### config.mk
export PLATFORM = sky130hd
export DESIGN_NAME = instr_fetch_bridge
export DESIGN_NICKNAME = d
export VERILOG_FILES = /design/src/rtl/soc_mem_map_pkg.sv /design/src/rtl/addr_decoder.sv /design/src/rtl/instr_fetch_bridge.sv
export SDC_FILE = /design/constraint.sdc
export NUM_CORES = 1
export LEC_CHECK = 0
export ABC_CLOCK_PERIOD_IN_PS = 8000
export CAP_MARGIN = 20
export CORE_MARGIN = 5
export CORE_UTILIZATION = 35
export CTS_CLUSTER_SIZE = 24
export DETAILED_ROUTE_END_ITERATION = 8
export PLACE_DENSITY = 0.82
export SKIP_LAST_GASP = 1
export SYNTH_ARGS = -nofsm -noshare
export SYNTH_HDL_FRONTEND = slang
export SYNTH_SLANG_ARGS = --single-unit
### constraint.sdc
create_clock -name clk -period 8 [get_ports clk]
set_input_delay 1.6 -clock clk [delete_from_list [all_inputs] [get_ports clk]]
set_output_delay 1.6 -clock clk [all_outputs]
set_load 0.01 [all_outputs]
### src/rtl/soc_mem_map_pkg.sv
// Shared SoC memory map: default region bases/sizes and fetch bridge FSM types.
package soc_mem_map_pkg;

   localparam logic [31:0] ROM_BASE_DEF  = 32'h0000_0000;
   localparam logic [31:0] ROM_SIZE_DEF  = 32'h0000_0200;
   localparam logic [31:0] IRAM_BASE_DEF = 32'h0010_0000;
   localparam logic [31:0] IRAM_SIZE_DEF = 32'h0001_0000;

   typedef enum logic [1:0] {
      IDLE = 2'd0,
      ADDR = 2'd1,
      DATA = 2'd2,
      ERR  = 2'd3
   } fetch_state_e;

   typedef enum logic {
      SEL_ROM  = 1'b0,
      SEL_IRAM = 1'b1
   } tgt_sel_e;

endpackage

### src/rtl/addr_decoder.sv
// Combinational region match for the fetch bridge; zero latency, no flow control.
module addr_decoder
   import soc_mem_map_pkg::*;
#(
   parameter logic [31:0] ROM_BASE  = ROM_BASE_DEF,
   parameter logic [31:0] ROM_SIZE  = ROM_SIZE_DEF,
   parameter logic [31:0] IRAM_BASE = IRAM_BASE_DEF,
   parameter logic [31:0] IRAM_SIZE = IRAM_SIZE_DEF
) (
   input  logic [31:0] addr_i,
   output logic        hit_rom,
   output logic        hit_iram,
   output logic [31:0] offset
);

   // The borrow bit rejects addresses below the base, so no compare can wrap.
   logic [32:0] rom_diff;
   logic [32:0] iram_diff;
   logic        rom_match;
   logic        iram_match;

   assign rom_diff   = {1'b0, addr_i} - {1'b0, ROM_BASE};
   assign iram_diff  = {1'b0, addr_i} - {1'b0, IRAM_BASE};
   assign rom_match  = !rom_diff[32]  && (rom_diff[31:0]  < ROM_SIZE);
   assign iram_match = !iram_diff[32] && (iram_diff[31:0] < IRAM_SIZE);

   assign hit_rom  = rom_match;
   assign hit_iram = iram_match && !rom_match;
   assign offset   = rom_match  ? rom_diff[31:0]  :
                     iram_match ? iram_diff[31:0] : 32'h0000_0000;

endmodule

### src/rtl/instr_fetch_bridge.sv
// OBI instruction fetch to two AXI-style read ports (ROM, IRAM), one outstanding fetch.
// Grant on AR handshake (or immediately on decode miss); new requests wait until back in IDLE.
module instr_fetch_bridge
   import soc_mem_map_pkg::*;
#(
   parameter logic [31:0] ROM_BASE  = ROM_BASE_DEF,
   parameter logic [31:0] ROM_SIZE  = ROM_SIZE_DEF,
   parameter logic [31:0] IRAM_BASE = IRAM_BASE_DEF,
   parameter logic [31:0] IRAM_SIZE = IRAM_SIZE_DEF
) (
   input  logic        clk,
   input  logic        rst_n,
   input  logic        instr_req_i,
   input  logic [31:0] instr_addr_i,
   output logic        instr_gnt_o,
   output logic        instr_rvalid_o,
   output logic [31:0] instr_rdata_o,
   output logic        instr_err_o,
   output logic [31:0] rom_araddr_o,
   output logic        rom_arvalid_o,
   input  logic        rom_arready_i,
   input  logic [31:0] rom_rdata_i,
   input  logic        rom_rvalid_i,
   output logic        rom_rready_o,
   output logic [31:0] iram_araddr_o,
   output logic        iram_arvalid_o,
   input  logic        iram_arready_i,
   input  logic [31:0] iram_rdata_i,
   input  logic        iram_rvalid_i,
   output logic        iram_rready_o
);

   fetch_state_e state_q, state_d;
   tgt_sel_e     sel_q, sel_d;
   logic [31:0]  off_q, off_d;
   logic         rom_arvalid_q, rom_arvalid_d;
   logic         iram_arvalid_q, iram_arvalid_d;
   logic         rom_rready_q, rom_rready_d;
   logic         iram_rready_q, iram_rready_d;

   logic         dec_hit_rom;
   logic         dec_hit_iram;
   logic [31:0]  dec_offset;
   logic         sel_arready;
   logic         sel_rvalid;
   logic [31:0]  sel_rdata;

   addr_decoder #(
      .ROM_BASE  (ROM_BASE),
      .ROM_SIZE  (ROM_SIZE),
      .IRAM_BASE (IRAM_BASE),
      .IRAM_SIZE (IRAM_SIZE)
   ) u_addr_decoder (
      .addr_i   (instr_addr_i),
      .hit_rom  (dec_hit_rom),
      .hit_iram (dec_hit_iram),
      .offset   (dec_offset)
   );

   // Only the latched target's handshake signals are ever looked at.
   assign sel_arready = (sel_q == SEL_IRAM) ? iram_arready_i : rom_arready_i;
   assign sel_rvalid  = (sel_q == SEL_IRAM) ? iram_rvalid_i  : rom_rvalid_i;
   assign sel_rdata   = (sel_q == SEL_IRAM) ? iram_rdata_i   : rom_rdata_i;

   always_comb begin
      state_d        = state_q;
      sel_d          = sel_q;
      off_d          = off_q;
      rom_arvalid_d  = rom_arvalid_q;
      iram_arvalid_d = iram_arvalid_q;
      rom_rready_d   = rom_rready_q;
      iram_rready_d  = iram_rready_q;
      instr_gnt_o    = 1'b0;
      instr_rvalid_o = 1'b0;
      instr_rdata_o  = 32'h0000_0000;
      instr_err_o    = 1'b0;
      case (state_q)
         IDLE: begin
            if (instr_req_i) begin
               off_d = dec_offset;
               sel_d = dec_hit_iram ? SEL_IRAM : SEL_ROM;
               if (dec_hit_rom || dec_hit_iram) begin
                  rom_arvalid_d  = dec_hit_rom;
                  iram_arvalid_d = dec_hit_iram;
                  state_d        = ADDR;
               end else begin
                  instr_gnt_o = 1'b1;
                  state_d     = ERR;
               end
            end
         end
         ADDR: begin
            if (sel_arready) begin
               instr_gnt_o    = 1'b1;
               rom_arvalid_d  = 1'b0;
               iram_arvalid_d = 1'b0;
               rom_rready_d   = (sel_q == SEL_ROM);
               iram_rready_d  = (sel_q == SEL_IRAM);
               state_d        = DATA;
            end
         end
         DATA: begin
            if (sel_rvalid) begin
               instr_rvalid_o = 1'b1;
               instr_rdata_o  = sel_rdata;
               rom_rready_d   = 1'b0;
               iram_rready_d  = 1'b0;
               state_d        = IDLE;
            end
         end
         ERR: begin
            instr_rvalid_o = 1'b1;
            instr_err_o    = 1'b1;
            state_d        = IDLE;
         end
         default: state_d = IDLE;
      endcase
   end

   always_ff @(posedge clk or negedge rst_n) begin
      if (!rst_n) begin
         state_q        <= IDLE;
         sel_q          <= SEL_ROM;
         off_q          <= 32'h0000_0000;
         rom_arvalid_q  <= 1'b0;
         iram_arvalid_q <= 1'b0;
         rom_rready_q   <= 1'b0;
         iram_rready_q  <= 1'b0;
      end else begin
         state_q        <= state_d;
         sel_q          <= sel_d;
         off_q          <= off_d;
         rom_arvalid_q  <= rom_arvalid_d;
         iram_arvalid_q <= iram_arvalid_d;
         rom_rready_q   <= rom_rready_d;
         iram_rready_q  <= iram_rready_d;
      end
   end

   assign rom_arvalid_o  = rom_arvalid_q;
   assign iram_arvalid_o = iram_arvalid_q;
   assign rom_araddr_o   = rom_arvalid_q  ? off_q : 32'h0000_0000;
   assign iram_araddr_o  = iram_arvalid_q ? off_q : 32'h0000_0000;
   assign rom_rready_o   = rom_rready_q;
   assign iram_rready_o  = iram_rready_q;

endmodule
==> run_results.csv, run 1 <==
group,metric,value,unit
setup_path,end_kind,"output port",
cts,clk_pin_slew,0.07,ns
synthesis,synth.top_cells.by_count,"and2_1, nand2_1, dfrtp_1, nor2_1, mux2i_1",
cts,cts_sinks,39,
power,peakVddDrop,0.0674,mV
place,hpwl,7840,µm
power,p_leak,1.95,nW
global_routing,use_met3,0.0547,
setup_path,slowest_delay,0.66,ns
setup_path,slowest_stage,"clkdlybuf4s50_1",
synthesis,ys_warn_count,0,
synthesis,synth_compound_area_frac,0.112,
layout,multiInputGateArea,1670,µm²
outcome,status,"completed",
setup_path,path_cells,"clkdlybuf4s50_1 -> inv_1 -> ha_1 -> o21bai_1 -> a311o_1 -> o21ai_1 -> a31o_1 -> o21ai_1 -> clkdlybuf4s50_1",
cts,hold_buffers,0,
place,post-place-ws,2.09,ns
setup_path,arrival,4.28,ns
layout,seq_area,977,µm²
setup_path,crit_buf_inv,3,
global_routing,grt_max_degree,40,
cts,tritoncts,"yes",
cts,h-tree-depth,2,
routing,vias_per_cell,4.87,
power,p_int,0.400,mW
run,drv_cap,0,
global_routing,antenna_found_initial,0,
power,p_comb_frac,0.429,
floorplanning,core,7730,µm²
layout,nFillCells,651,
floorplanning,dieArea,9830,µm²
routing,drt_wl_total,9620,µm
power,power.switching,0.194,mW
min_path,worstHoldStart,"off_q[23]",
floorplanning,std_cell_rows,32,
layout,area_growth,79.7,%
cts,cts_resized,0,
synthesis,syn_area,2780,µm²
synthesis,syn_inst,342,
global_routing,grt_first_pass_wirelength,14900,µm
timing,skew,0.00319,ns
power,power.total,0.594,mW
routing,vias,3112,
synthesis,async_flop_share,1.00,
floorplanning,die_w,99.2,µm
routing,initialDrtViolationCount,116,
power,power_frac_seq,0.362,
timing,hold_viol_final,0,
global_routing,grt_pass1_vias,3093,
routing,drcViolationCount,0,
layout,finalNetCount,642,
timing,finalCritPeriodShare,0.735,
synthesis,muxShareOfSynthArea,0.123,
synthesis,yosys.area_share.simple,0.348,
timing,tightest_slew,0.976,ns
synthesis,synth-adder-area-share,0.0135,
synthesis,netlist.area_leader.share,0.351,
routing,dr.pass1.iters,4,
place,numPortBuffers,205,
setup_path,rr_endpoint,"off_q[21]",
cts,clk_path_buf_depth,2,
setup_path,r2r_slack,5.86,ns
floorplanning,fp.dieH,99.2,µm
min_path,hp-class,"flip-flop to flip-flop",
layout,antenna_cells,0,
place,gp_congestion,0.876,
setup_path,critPathTopFamily,"buffers and inverters",
timing,fin_ws,2.12,ns
global_routing,grtUsageMet2,0.333,
synthesis,yosysSeqAreaShare,0.351,
timing,drv_slew,0,
floorplanning,initial_core_util,0.360,
power,p_clk_frac,0.209,
global_routing,grt-ovfl-total,0,
global_routing,track_usage,0.184,
global_routing,top_usage_layer,"met2",
synthesis,ys_ff_latch,39,
setup_path,cp.required,6.40,ns
global_routing,grtUsageMet1,0.206,
cts,cts_root_buffer,"clkbuf_8",
timing,rsz0062_at_grt,"false",
min_path,worstHoldPathCells,1,
power,power_density,119,nW/µm²
timing,setup_violations,0,
synthesis,ys_types,41,
synthesis,synth_top_family_by_area,"simple AND/OR/NAND/NOR gates",
synthesis,synth-main-ff-cell,"dfrtp_1",
layout,drive_gt1_frac,0.0335,
cts,cts_buffers,5,
floorplanning,io_pins,206,
setup_path,crit_type,"primary input to output port",
synthesis,yosysTopAreaCell,"dfrtp_1",
cts,clock_latency,0.28,ns
setup_path,cp_max_fo,10,
min_path,min_to,"off_q[23]",
cts,cts_setup_buffers,0,
routing,ant_nets,0,
timing,max_freq,170,MHz
synthesis,synth_most_common_cell,"and2_1",
power,switching_share,0.327,
synthesis,synth_edf_count,0,
synthesis,synth_nets,448,
routing,wl_per_cell,15.1,µm
setup_path,reg2reg_from,"state_q[1]",
timing,fin_crit,5.88,ns
synthesis,synth_area_leaders,"dfrtp_1, and2_1, mux2i_1",
setup_path,cp-start-kind,"primary input",
timing,slew_headroom,0.349,
timing,fin_tns_setup,0,ns
synthesis,synth-xor-area-share,0.00315,
setup_path,r2r_cells,4,
synthesis,synth.avg_cell_area,8.14,µm²
[cells by family (layout without fill, tap and decap cells)]
kind of cell | Yosys count | in the layout
XOR/XNOR | 1 | 1
flip-flops | 39 | 39
adder cells (fa/ha/maj) | 3 | 3
AND/OR/NAND/NOR | 180 | 180
multiplexers | 34 | 34
buffers and inverters | 37 | 232
AO/OA/AOI/OAI | 48 | 48
[per-stage QoR]
step	instance area [µm²]	instances	util	hold WS [ns]
floorplan	2780	342	-	0.460
global placement	4890	630	0.633	0.477
detailed placement	4890	630	0.633	0.478
CTS	4970	638	0.643	0.500
global route	5000	639	0.647	0.523
finish	5000	639	0.647	0.494
[power groups by stage]
| stage | sequential, mW | clock [mW] | combinational (mW) |
|---|---|---|---|
| 2_1_floorplan | 0.214 | 0 | 0.106 |
| 3_3_place_gp | 0.219 | 0 | 0.241 |
| 3_5_place_dp | 0.219 | 0 | 0.246 |
| 4_1_cts | 0.215 | 0.128 | 0.247 |
| 5_1_grt | 0.216 | 0.136 | 0.278 |
| 6_report | 0.215 | 0.124 | 0.255 |
[area by class of cell]
class	count	area share
clock buffer	7	0.0153
clock inverter	1	0.00100
inverter	17	0.0128
multi-input combinational	266	0.334
sequential	39	0.195
tap	102	0.0255
timing repair buffer	207	0.416
[layout by cell type (no fill, tap or decap), types with 2 or more instances in the layout]
master,instances
a21oi_1,3
nor2b_1,4
and2_1,76
clkdlybuf4s50_1,204
dfrtp_1,38
clkbuf_1,2
nor2_1,36
nand4_1,4
ha_1,3
mux2i_1,32
o21ai_0,3
nor4b_1,3
clkbuf_8,5
nand3_1,3
nor3_1,4
inv_1,17
nand2_1,40
a31oi_1,2
mux2_2,2
o21ai_1,23
o211ai_1,2
nor4_1,5
a31o_2,2
[worst reg2reg max path, cell delays in order, from the launching register on]
cell and delay [ns]:
dfrtp_1 0.43, nor2_1 0.15, and2_0 0.68, nand4_1 0.49
o211ai_1 0.30
[routing by layer]
metal | wire length (µm) | up-vias
li1 | - | 1525
met1 | 3550 | 1417
met2 | 4940 | 155
met3 | 928 | 15
met4 | 197 | 0
met5 | 0 | -
[how the worst max path moves through the flow]
| stage | end | startpoint | depth (start not counted) |
|---|---|---|---|
| finish | instr_gnt_o | instr_addr_i[20] | 9 |
| floorplan | instr_gnt_o | instr_addr_i[20] | 9 |
| detailed placement | instr_gnt_o | instr_addr_i[20] | 9 |
| CTS | instr_gnt_o | instr_addr_i[20] | 9 |
| global route | instr_gnt_o | instr_addr_i[20] | 9 |
| global placement | instr_gnt_o | instr_addr_i[20] | 9 |
[state kept, by name (all words and copies together) (netlist names)]
name and cells:
sel_q 1, off_q 32, iram_rready_o 1, iram_arvalid_o 1, state_q 2, rom_arvalid_o 1
rom_rready_o 1
Note: power is estimated with default switching activity, not from simulation.
==> inputs of run 2 (changes only) <==
Settings changed: ABC_CLOCK_PERIOD_IN_PS 8000 to 6000.
Clock period 8 ns to 6 ns, I/O delays scaled along.
==> run_results.csv, run 2 (synthesized netlist as in run 1, its figures left out) <==
group,metric,value,unit
min_path,min_to,"off_q[30]",
power,power.total,0.838,mW
routing,dr.pass1.iters,5,
place,numPortBuffers,205,
setup_path,slowest_stage,"clkdlybuf4s50_1",
layout,mostFrequentLayoutCell,"clkdlybuf4s50_1",
cts,clock_latency,0.29,ns
floorplanning,dieArea,9830,µm²
timing,drv_slew,0,
min_path,hp-class,"flip-flop to flip-flop",
routing,vias,3071,
setup_path,cp-start-kind,"primary input",
floorplanning,die_w,99.2,µm
timing,setup_violations,0,
cts,cts_sinks,39,
power,power_density,167,nW/µm²
layout,largest_reg_flops,32,
cts,cts_resized,0,
routing,vias_per_cell,4.81,
layout,antenna_cells,0,
cts,clk_pin_slew,0.07,ns
setup_path,end_kind,"output port",
routing,ant_nets,0,
setup_path,r2r_slack,3.74,ns
global_routing,track_usage,0.183,
setup_path,rr_endpoint,"rom_rready_o",
place,dp.cells,631,
setup_path,r2r_cells,5,
cts,clk_path_buf_depth,2,
routing,drcViolationCount,0,
timing,fin_tns_setup,0,ns
setup_path,cp_max_fo,10,
cts,tritoncts,"yes",
floorplanning,io_pins,206,
timing,skew,0.00401,ns
floorplanning,std_cell_rows,32,
global_routing,grt_max_degree,40,
cts,cts_root_buffer,"clkbuf_8",
routing,initialDrtViolationCount,103,
routing,wl_per_cell,14.9,µm
power,peakVddDrop,0.131,mV
floorplanning,core,7730,µm²
timing,fin_crit,5.08,ns
layout,reg_top3,"off_q x32, state_q x2",
layout,max_flop_register,"off_q",
routing,drt_wl_total,9500,µm
timing,finalCritPeriodShare,0.847,
timing,max_freq,197,MHz
layout,layout_common_cells,"clkdlybuf4s50_1, and2_1, nand2_1, dfrtp_1, nor2_1",
floorplanning,initial_core_util,0.360,
timing,tightest_slew,0.972,ns
layout,finalNetCount,642,
setup_path,reg2reg_from,"sel_q",
cts,hold_buffers,0,
global_routing,grt_first_pass_wirelength,14800,µm
global_routing,grt-ovfl-total,0,
outcome,status,"completed",
timing,slew_headroom,0.352,
floorplanning,fp.dieH,99.2,µm
timing,hold_viol_final,0,
global_routing,grt_pass1_vias,3130,
cts,cts_setup_buffers,0,
layout,drive_gt1_frac,0.0372,
setup_path,crit_buf_inv,3,
cts,h-tree-depth,2,
timing,rsz0062_at_grt,"false",
layout,nFillCells,653,
setup_path,slowest_delay,0.66,ns
power,p_leak,1.96,nW
setup_path,arrival,3.88,ns
cts,cts_buffers,5,
setup_path,critPathTopFamily,"buffers and inverters",
setup_path,path_cells,"clkdlybuf4s50_1 -> inv_1 -> ha_1 -> o21bai_1 -> a311o_1 -> o21ai_1 -> a31o_1 -> o21ai_1 -> clkdlybuf4s50_1",
layout,area_growth,80.3,%
min_path,worstHoldPathCells,1,
global_routing,antenna_found_initial,0,
layout,fin_cells,639,
place,hpwl,7800,µm
min_path,worstHoldStart,"off_q[30]",
run,drv_cap,0,
setup_path,crit_type,"primary input to output port",
place,gp_congestion,0.877,
setup_path,cp.required,4.80,ns
-- run 2: changes by cell type in the layout (fill, tap and decap cells not counted), sizes merged --
cell / before / now
clkbuf: 7 / 6
bufinv: 0 / 1
-- run 2: area by class of cell --
cell class                      instances  area, µm²  share of cell area
Timing Repair Buffer                  207       2060               0.411
Multi-Input combinational cell        266       1670               0.333
Sequential cell                        39        977               0.195
Tap cell                              102        128              0.0254
Clock buffer                            6       82.6              0.0165
Inverter                               17       63.8              0.0127
Clock inverter                          2       35.0             0.00698
-- run 2: worst reg2reg max path: cells and delay by family, from the launching register on --
| kind | cells | cell delay, ns |
|---|---|---|
| buffers and inverters | 1 | 0.32 |
| AO/OA/AOI/OAI | 2 | 0.33 |
| flip-flops | 1 | 1.00 |
| AND/OR/NAND/NOR | 1 | 0.08 |
| multiplexers | 1 | 0.44 |
-- run 2: how the worst max path moves through the flow --
stage | from | to | slack (ns) | cells past startpoint
2_1_floorplan | instr_addr_i[20] | instr_gnt_o | 1.97 | 9
3_3_place_gp | instr_addr_i[20] | instr_gnt_o | 1.0 | 9
3_5_place_dp | instr_addr_i[20] | instr_gnt_o | 0.93 | 9
4_1_cts | instr_addr_i[20] | instr_gnt_o | 0.93 | 9
5_1_grt | instr_addr_i[20] | instr_gnt_o | 0.77 | 9
6_report | instr_addr_i[20] | instr_gnt_o | 0.92 | 9
-- run 2: per-stage QoR --
stage                util  area [µm²]  hold WS (ns)  worst slack, ns
floorplan               -        2780         0.460             1.97
global placement    0.634        4900         0.475            0.998
detailed placement  0.634        4900         0.479            0.931
CTS                 0.649        5020         0.501            0.928
global route        0.649        5020         0.525            0.769
finish              0.649        5020         0.494            0.917
-- run 2: power breakdown --
part	internal, mW	total [mW]	switching (mW)
Clock	0.134	0.224	0.0899
Combinational	0.171	0.327	0.156
Sequential	0.271	0.286	0.0151
-- run 2: routing by layer --
layer / vias to the layer above / global-route usage / share of wire
li1: 1530 / - / -
met1: 1382 / 0.202 / 0.39
met2: 144 / 0.341 / 0.51
met3: 15 / 0.0470 / 0.085
met4: 0 / 0.0588 / 0.021
met5: - / 0 / 0
==> inputs of run 3 (changes only) <==
Settings changed: ABC_CLOCK_PERIOD_IN_PS 6000 to 5100.
Clock period 6 ns to 5.1 ns, I/O delays scaled along.
==> run_results.csv, run 3 (synthesized netlist as in run 1, its figures left out) <==
group,metric,value,unit
outcome,status,"completed",
timing,max_freq,211,MHz
timing,skew,0.00359,ns
cts,cts_resized,0,
floorplanning,fp.dieH,99.2,µm
global_routing,grt-ovfl-total,0,
layout,largest_reg_flops,32,
cts,clock_latency,0.29,ns
layout,multiInputGateArea,1670,µm²
cts,tritoncts,"yes",
floorplanning,io_pins,206,
timing,slew_headroom,0.421,
routing,dr.pass1.iters,4,
timing,hold_viol_final,0,
setup_path,arrival,3.71,ns
layout,seq_area,977,µm²
setup_path,slowest_delay,0.67,ns
cts,cts_setup_buffers,0,
setup_path,r2r_cells,4,
cts,cts_buffers,5,
layout,area_growth,80.5,%
global_routing,grt_pass1_vias,3250,
global_routing,antenna_found_initial,0,
cts,cts_sinks,39,
setup_path,crit_buf_inv,3,
place,hpwl,7900,µm
timing,rsz0062_at_grt,"false",
power,power_density,197,nW/µm²
floorplanning,std_cell_rows,32,
routing,vias,3095,
timing,drv_slew,0,
routing,ant_nets,0,
layout,fin_util,0.650,
layout,reg_top3,"off_q x32, state_q x2",
setup_path,cp.required,4.08,ns
global_routing,grt_first_pass_wirelength,15200,µm
power,p_leak,1.96,nW
min_path,hp-class,"flip-flop to flip-flop",
setup_path,path_cells,"clkdlybuf4s50_1 -> inv_1 -> ha_1 -> o21bai_1 -> a311o_1 -> o21ai_1 -> a31o_1 -> o21ai_1 -> clkdlybuf4s50_1",
place,numPortBuffers,205,
setup_path,critPathTopFamily,"buffers and inverters",
layout,drive_gt1_frac,0.0390,
timing,fin_tns_setup,0,ns
routing,drt_wl_total,9640,µm
floorplanning,initial_core_util,0.360,
setup_path,cp-start-kind,"primary input",
place,placed_cell_area,4910,µm²
setup_path,r2r_slack,2.93,ns
floorplanning,dieArea,9830,µm²
setup_path,rr_endpoint,"off_q[21]",
setup_path,cp_max_fo,10,
routing,drcViolationCount,0,
run,drv_cap,0,
timing,setup_violations,0,
min_path,worstHoldStart,"off_q[2]",
setup_path,end_kind,"output port",
layout,final_cell_area,5020,µm²
cts,clk_pin_slew,0.08,ns
layout,antenna_cells,0,
global_routing,grt_max_degree,40,
layout,mostFrequentLayoutCell,"clkdlybuf4s50_1",
floorplanning,die_w,99.2,µm
setup_path,cp-startpoint,"instr_addr_i[20]",
cts,cts_root_buffer,"clkbuf_8",
power,peakVddDrop,0.156,mV
timing,fin_crit,4.73,ns
cts,hold_buffers,0,
cts,h-tree-depth,2,
layout,layout_common_cells,"clkdlybuf4s50_1, and2_1, nand2_1, dfrtp_1, nor2_1",
setup_path,crit_type,"primary input to output port",
layout,finalNetCount,643,
setup_path,reg2reg_from,"state_q[1]",
routing,wl_per_cell,15.1,µm
setup_path,critical_path.endpoint,"instr_gnt_o",
setup_path,slowest_stage,"clkdlybuf4s50_1",
routing,vias_per_cell,4.84,
layout,nFillCells,640,
timing,finalCritPeriodShare,0.928,
place,gp_congestion,0.876,
timing,tightest_slew,0.868,ns
cts,clk_path_buf_depth,2,
routing,initialDrtViolationCount,123,
layout,max_flop_register,"off_q",
setup_path,crit_cells,9,
floorplanning,core,7730,µm²
global_routing,track_usage,0.187,
run 3: changes by cell type in the layout (fill, tap and decap cells not counted), sizes merged:
cell	delta
buf	+1
run 3: final cells by class:
type                            instances  area share
Clock buffer                            6      0.0164
Clock inverter                          2     0.00697
Inverter                               17      0.0127
Multi-Input combinational cell        266       0.332
Sequential cell                        39       0.195
Tap cell                              102      0.0254
Timing Repair Buffer                  208       0.412
run 3: worst reg2reg max path: stages, from the launching register on:
cell	delay [ns]
dfrtp_1	0.44
nor2_1	0.15
and2_0	0.70
nand4_1	0.49
o211ai_1	0.31
run 3: metrics by stage:
| step | total power [mW] | setup WS (ns) | hold slack [ns] | cells |
|---|---|---|---|---|
| floorplan | 0.502 | 1.43 | 0.460 | 342 |
| global placement | 0.723 | 0.447 | 0.476 | 632 |
| detailed placement | 0.734 | 0.372 | 0.480 | 632 |
| CTS | 1.00 | 0.364 | 0.502 | 640 |
| global route | 1.05 | 0.205 | 0.520 | 640 |
| finish | 0.990 | 0.367 | 0.496 | 640 |
run 3: power by group:
part           switching (mW)  leakage, nW  internal [mW]  total, mW
registers              0.0195        0.535          0.319      0.339
logic                   0.185         1.37          0.201      0.386
clock network           0.108       0.0612          0.158      0.266
total                   0.312         1.96          0.678      0.990
run 3: worst min path at each step:
stage / end / slack [ns] / cells past startpoint
final: off_q[2] / 0.50 / 2
after global routing: off_q[25] / 0.52 / 1
after CTS: off_q[0] / 0.50 / 2
after detailed placement: off_q[25] / 0.48 / 1
after global placement: off_q[2] / 0.48 / 2
after floorplan: off_q[22] / 0.46 / 1
run 3: per-layer routing:
metal / global-route usage / part of all wire / vias up
met1: 0.201 / 0.38 / 1404
met5: 0 / 0 / -
met4: 0.0515 / 0.016 / 0
met2: 0.353 / 0.51 / 148
met3: 0.0582 / 0.095 / 13
li1: - / - / 1530
